File: src/rtl/mat_row_writer.sv
// Write-back stage: buffers a ROWS x ROWS matrix of packed result rows, then
// streams it row-major as byte writes starting at a latched base address.
module mat_row_writer #(
  parameter int ROWS   = 5,
  parameter int ELEM_W = 8,
  parameter int ADDR_W = 9
) (
  input  logic                   clk,
  input  logic                   rst,
  input  logic                   start,
  input  logic [ADDR_W-1:0]      base_addr,
  input  logic                   row_valid,
  input  logic [ROWS*ELEM_W-1:0] row_data,
  output logic                   row_ready,
  output logic [ADDR_W-1:0]      mem_addr,
  output logic [ELEM_W-1:0]      mem_wdata,
  output logic                   mem_we,
  output logic                   busy,
  output logic                   done
);
  localparam int RW = ROWS*ELEM_W;
  localparam int NB = ROWS*ROWS;
  localparam int CW = $clog2(ROWS);
  localparam int BW = $clog2(NB);

  typedef enum logic [1:0] {IDLE, COLLECT, WRITE, DONE} state_t;

  state_t                  state;
  logic [ROWS-1:0][RW-1:0] rbuf;
  logic [ADDR_W-1:0]       base_q;
  logic [CW-1:0]           row_cnt, r, c, nr, nc;
  logic [BW-1:0]           byte_cnt;
  logic [ELEM_W-1:0]       nxt_elem;
  logic                    xfer;

  assign xfer = (state == COLLECT) && row_valid && row_ready;

  // (r, c) tracks the element on the bus; (nr, nc) is the one to present next.
  always_comb begin
    nr = r;
    nc = c + CW'(1);
    if (c == CW'(ROWS-1)) begin
      nc = '0;
      nr = (r == CW'(ROWS-1)) ? '0 : r + CW'(1);
    end
    nxt_elem = rbuf[nr][RW-1-ELEM_W*int'(nc) -: ELEM_W];
  end

  always_ff @(posedge clk) begin
    if (xfer) rbuf[row_cnt] <= row_data;
  end

  always_ff @(posedge clk) begin
    if (rst) begin
      state     <= IDLE;
      base_q    <= '0;
      row_cnt   <= '0;
      byte_cnt  <= '0;
      r         <= '0;
      c         <= '0;
      row_ready <= 1'b0;
      mem_we    <= 1'b0;
      mem_addr  <= '0;
      mem_wdata <= '0;
      busy      <= 1'b0;
      done      <= 1'b0;
    end else begin
      case (state)
        IDLE: begin
          if (start) begin
            base_q    <= base_addr;
            row_cnt   <= '0;
            byte_cnt  <= '0;
            r         <= '0;
            c         <= '0;
            row_ready <= 1'b1;
            busy      <= 1'b1;
            state     <= COLLECT;
          end
        end
        COLLECT: begin
          if (xfer) begin
            if (row_cnt == CW'(ROWS-1)) begin
              // Row 0 is already buffered, so byte 0 can go out right away.
              row_ready <= 1'b0;
              mem_we    <= 1'b1;
              mem_addr  <= base_q;
              mem_wdata <= rbuf[0][RW-1 -: ELEM_W];
              state     <= WRITE;
            end else begin
              row_cnt <= row_cnt + CW'(1);
            end
          end
        end
        WRITE: begin
          if (byte_cnt == BW'(NB-1)) begin
            mem_we    <= 1'b0;
            mem_addr  <= '0;
            mem_wdata <= '0;
            done      <= 1'b1;
            state     <= DONE;
          end else begin
            byte_cnt  <= byte_cnt + BW'(1);
            r         <= nr;
            c         <= nc;
            mem_addr  <= base_q + ADDR_W'(byte_cnt) + ADDR_W'(1);
            mem_wdata <= nxt_elem;
          end
        end
        DONE: begin
          done  <= 1'b0;
          busy  <= 1'b0;
          state <= IDLE;
        end
        default: state <= IDLE;
      endcase
    end
  end
endmodule

File: config.mk
export PLATFORM = sky130hd
export DESIGN_NAME = mat_row_writer
export DESIGN_NICKNAME = d
export VERILOG_FILES = /design/src/rtl/mat_row_writer.sv
export SDC_FILE = /design/constraint.sdc
export NUM_CORES = 1
export LEC_CHECK = 0
export BUFFER_PORTS_ARGS = -buffer_cell sky130_fd_sc_hd__buf_2
export CORE_UTILIZATION = 40
export DETAILED_ROUTE_END_ITERATION = 8
export SETUP_SLACK_MARGIN = 0.5
export SYNTH_ARGS = -nofsm -noshare
export SYNTH_HDL_FRONTEND = slang
export SYNTH_SLANG_ARGS = --single-unit
File: constraint.sdc
create_clock -name clk -period 16.15 [get_ports clk]
set_input_delay 4.0375 -clock clk [delete_from_list [all_inputs] [get_ports clk]]
set_output_delay 4.0375 -clock clk [all_outputs]
set_load 0.005 [all_outputs]
==> Word level (Yosys, flattened, before mapping) <==
Index checks and enable logic that the tools add are counted.
W data, S select, Z words.
{ "totals": {"ff_bits": 246, "latchBits": 0, "mem_bits_rw": 0, "rom_bits": 0, "input_bits": 53, "output_inout_bits": 21, "wordCells": 102, "mem_count": 0} }
{ "classes": {"addsub": 7, "n_mul": 0, "div": 0, "magnitude_cmp": 3, "eq_ne": 13, "n_shift": 1, "muxes": 43, "n_bitwise": 0, "n_reduce_logical": 18} }
{ "op_table": {"columns": ["op", "count"], "rows": [
  ["$bwmux W200", 1],
  ["$bmux W40 S3", 1],
  ["$demux W40 S3", 1],
  ["$mux W40", 2],
  ["$shiftx A47 B7 Y8", 1],
  ["$mux W9", 3],
  ["$mux W3", 8],
  ["$mux W8", 3],
  ["$pmux W3 S2", 3],
  ["$pmux W9 S2", 1],
  ["$pmux W8 S2", 1],
  ["$reduce_and A4 Y1", 4],
  ["$mux W5", 2],
  ["$ne A2 B2 Y1 const B", 5],
  ["$pmux W5 S2", 1],
  ["$reduce_bool A2 Y1", 5],
  ["$add A3 B1 Y3 const B", 3],
  ["$add A9 B1 Y9 const B", 1],
  ["$add A9 B5 Y9", 1],
  ["$eq A3 B3 Y1 const B", 3],
  ["$lt A3 B4 Y1 const B", 2],
  ["$mux W2", 4],
  ["$pmux W1 S2", 4],
  ["$pmux W2 S4", 1],
  ["other kinds (12)", 24]
]} }

==> Longest topological paths before layout <==
{ "logic_depth": {"ltp_word": 8, "depth_mapped": 14, "ltp_nobuf": 11} }

==> Worst setup path after synthesis <==
No wires, ideal clock.
{ "synth_path": {"kind": "in2reg", "from": "input row_valid", "to": "register rbuf[100] (netlist bit) (enable)", "setup_time_ps": 537, "t_arrival_ps": 8063, "t_required_ps": 15613, "slack_ps": 7550, "stages": 2, "path_buffers": 0, "cell_sequence": "nand3_1 > nor4_1"} }
{ "synth_between": {"elab_chain_len": 2} }
{ "synth_lines": {"columns": ["item", "line_no", "source"], "rows": [
  ["start: declaration", "12", "input logic row_valid,"],
  ["$logic_and A1 B1 Y1 (2 in series)", "36", "assign xfer = (state == COLLECT) && row_valid && row_ready;"],
  ["end signal: indexed assignment", "50", "if (xfer) rbuf[row_cnt] <= row_data;"],
  ["end: declaration", "29", "logic [ROWS-1:0][RW-1:0] rbuf;"]
]} }
No other way between the ends.
A chain may end at the register's enable or synchronous reset.

==> Worst setup path in the final report <==
{ "layout_path": {"from": "input row_valid", "to": "register mem_wdata[6]"} }
{ "layout_between": {"elab_chain_len": 4} }
{ "layout_lines": {"columns": ["item", "line_no", "source"], "rows": [
  ["$logic_and A1 B1 Y1 (2 in series)", "36", null],
  ["$ne A2 B2 Y1 (no line)", null, null],
  ["$reduce_and A3 Y1 (no line)", null, null],
  ["end signal: assignment", "88", "mem_wdata <= rbuf[0][RW-1 -: ELEM_W];"],
  ["end signal: assignment", "107", "mem_wdata <= nxt_elem;"],
  ["end: declaration", "16", "output logic [ELEM_W-1:0] mem_wdata,"]
]} }
No other way between the ends.

==> run_results.csv <==
group,metric,value,unit
critical_path,crit_required,16600,ps
clocking,tritoncts,"built",
detailed_routing,routedWlPerCell,21.3,µm
critical_path,rr_endpoint,"mem_wdata[4]$_SDFFE_PP0P_",
critical_path,path_max_fanout,9,
job,max-cap-violations,0,
critical_path,r2r_start,"c[0]$_SDFFE_PP0P_",
layout,n_fill_cell,2444,
clocking,cts_setup_buffers,0,
floorplan,pin_count,74,
pwr,cellLeakagePower,4.28,nW
sta,finClkSkew,22.6,ps
critical_path,reg2reg_slack,11620,ps
logic_synthesis,yosys.area.top_type,"edfxtp_1",
critical_path,worstSetupPathType,"in2reg",
place,portBuffers,73,
grt,grt_first_pass_wirelength,42000,µm
pwr,cellPowerDensity,123,mW/mm²
critical_path,slowest_delay,720,ps
sta,fmaxAchievable,174,MHz
layout,final_cells,1279,
logic_synthesis,ys_ff_latch,246,
layout,nNetsFinal,991,
critical_path,cp-end-kind,"register",
critical_path,cp-endpoint,"mem_wdata[6]$_SDFFE_PP0P_",
place,dpl.cell_count,1232,
clocking,root_buffer,"clkbuf_16",
logic_synthesis,synth-main-ff-cell,"edfxtp_1",
logic_synthesis,ys_async_sr_fraction,0,
detailed_routing,wl,27200,µm
critical_path,cp-start-kind,"input pin",
sta,tightest_slew,1120,ps
logic_synthesis,ys_top_cells_by_area,"edfxtp_1 55%, dfxtp_1 8.4%, mux4_2 5.7%",
critical_path,cp-startpoint,"row_valid",
clocking,holdBufCountCts,0,
floorplan,dieArea,0.0281,mm²
logic_synthesis,syn_area,0.0110,mm²
clocking,clk_path_buf_depth,3,
place,place.gp.congestion,0.822,
grt,grt_overflow_total,0,
place,place.detailed.hpwl,16900,µm
sta,finalHoldViolations,0,
floorplan,core_area,0.0270,mm²
layout,final_cell_mix,"200 x edfxtp_1, 123 x nand2_1, 73 x buf_2, 50 x nor2_1, 45 x dfxtp_1",
clocking,h-tree-depth,1,
status,outcome,"completed",
logic_synthesis,yosysSeqAreaShare,0.631,
grt,antenna_found_initial,0,
layout,antenna_cells,0,
detailed_routing,avgViaCountPerCell,5.77,
floorplan,die_width,168,µm
detailed_routing,drt-initial-drc-count,666,
sta,period_needed,5730,ps
logic_synthesis,syn_nets,925,
sta,holdWs,466,ps
min_path,hp-class,"reg2reg",
grt,track_usage,0.195,
detailed_routing,first_pass_iters,5,
critical_path,cp_cell_sequence,"buf_2, nand3_1, a2bb2oi_1, buf_4, a21o_1, a2111oi_0, a211o_1, a211oi_1",
layout,syn2layout_area_growth,13.9,%
clocking,clkLatencyLatePin,550,ps
logic_synthesis,synth.distinct_cells,77,
clocking,clk_pin_slew_worst_paths,60,ps
sta,fin_setup_tns,0,ps
sta,drv_slew,0,
pwr,peakVddDrop,0.0742,mV
critical_path,worst-endpoint-arrival,6180,ps
floorplan,rows,60,
logic_synthesis,synth_edf_count,200,
detailed_routing,drtAntennaViolNets,0,
logic_synthesis,syn-instance-count,853,
layout,drive_gt1_frac,0.187,
logic_synthesis,synth_top_area_frac,0.547,
clocking,cts_resized,0,
min_path,worstHoldStart,"base_q[0]$_SDFFE_PP0P_",
logic_synthesis,post_synth.cell_area_avg,12.9,µm²
grt,grt_pass1_vias,7127,
clocking,clock-sinks,246,
grt,grt_start_max_net_pins,51,
detailed_routing,vias,7385,
logic_synthesis,synth-warning-count,0,
critical_path,r2r_cells,10,
sta,rsz0062_at_grt,"no",
detailed_routing,drc,0,
pwr,total_power,1.54,mW
floorplan,chipHeight,168,µm
critical_path,slowest_stage,"a2bb2oi_1",
sta,relSlewSlack,0.234,
layout,layout_commonest_cell,"edfxtp_1",
floorplan,start_util,0.407,
sta,setup_violations,0,
sta,timing.final.crit_share,0.355,
clocking,cts_buffers,26,
synth_stat cells (all sizes together) (3+ instances only):
cell     number
dfxtp        46
a21boi        4
mux4         28
clkbuf       20
o21ai        29
nand3        40
a31oi        15
o211ai       12
a311oi        8
a2bb2oi       3
o311ai        3
buf          31
nand3b        3
a21o         10
nand4         3
nand4b        3
nand2       124
nor2         50
o21a          6
a221o         4
nor2b         6
mux2i        16
nor4          8
a22oi         8
o31ai         5
inv          20
edfxtp      200
o22ai         6
mux2          3
and2          4
a21oi        45
nand2b        3
nor3         14
a211oi        6
xor2          5
ha           18
a2111oi       4
o221ai        5
a221oi        6
per-stage QoR:
stage	worst slack, ps	area (µm²)	utilization
4_1_cts	10420	12500	0.464
3_3_place_gp	10010	11700	0.433
5_1_grt	10270	12500	0.464
6_report	10420	12500	0.464
2_1_floorplan	7550	11000	-
3_5_place_dp	9930	11700	0.433
cells by family after synthesis:
logic type                 Yosys count  share of synthesized area
muxes                               47                     0.0751
buffers and inverters               71                     0.0313
and+or+nand+nor                    268                      0.110
xor gates and xnor gates             6                    0.00479
adders and majority gates           19                     0.0223
DFF                                246                      0.631
AOI/OAI and AO/OA                  196                      0.126
area by class of cell:
| cell class | count | area (µm²) | area share |
|---|---|---|---|
| Multi-Input combinational cell | 536 | 3750 | 0.300 |
| Tap cell | 341 | 427 | 0.0341 |
| Timing Repair Buffer | 89 | 485 | 0.0388 |
| Clock inverter | 16 | 123 | 0.00980 |
| Sequential cell | 246 | 6930 | 0.554 |
| Inverter | 20 | 75.1 | 0.00600 |
| Clock buffer | 31 | 721 | 0.0576 |
where the power goes:
group | leakage, nW | switching, mW | total [mW] | internal [mW]
Clock | 0.415 | 0.243 | 0.577 | 0.334
Combinational | 1.69 | 0.151 | 0.228 | 0.0772
Sequential | 2.17 | 0.0190 | 0.730 | 0.711
state kept, by name, indices dropped and copies added (netlist names):
name	cells
done	1
state	2
byte_cnt	5
rbuf	200
busy	1
r	3
c	3
mem_wdata	8
row_cnt	3
mem_addr	9
mem_we	1
base_q	9
row_ready	1
layer usage:
layer	share of wire	global-route usage	vias up
met3	0.050	0.0260	40
li1	-	-	3426
met4	0.024	0.0499	0
met1	0.45	0.266	3695
met2	0.48	0.328	224
met5	0	0	-
worst max-delay path, delay by kind of cell:
kind	cells	cell delay, ps
compound gates	5	1470
buf+inv	2	400
simple gates	1	260
worst min path at each step:
stage	endpoint	slack, ps	cells past startpoint
CTS	base_q[0]$_SDFFE_PP0P_	470	2
floorplan	base_q[0]$_SDFFE_PP0P_	440	2
finish	base_q[0]$_SDFFE_PP0P_	470	2
global placement	base_q[0]$_SDFFE_PP0P_	440	2
global route	mem_addr[6]$_SDFFE_PP0P_	500	2
detailed placement	base_q[0]$_SDFFE_PP0P_	460	2
No activity file was read; power rests on OpenSTA's default activity.
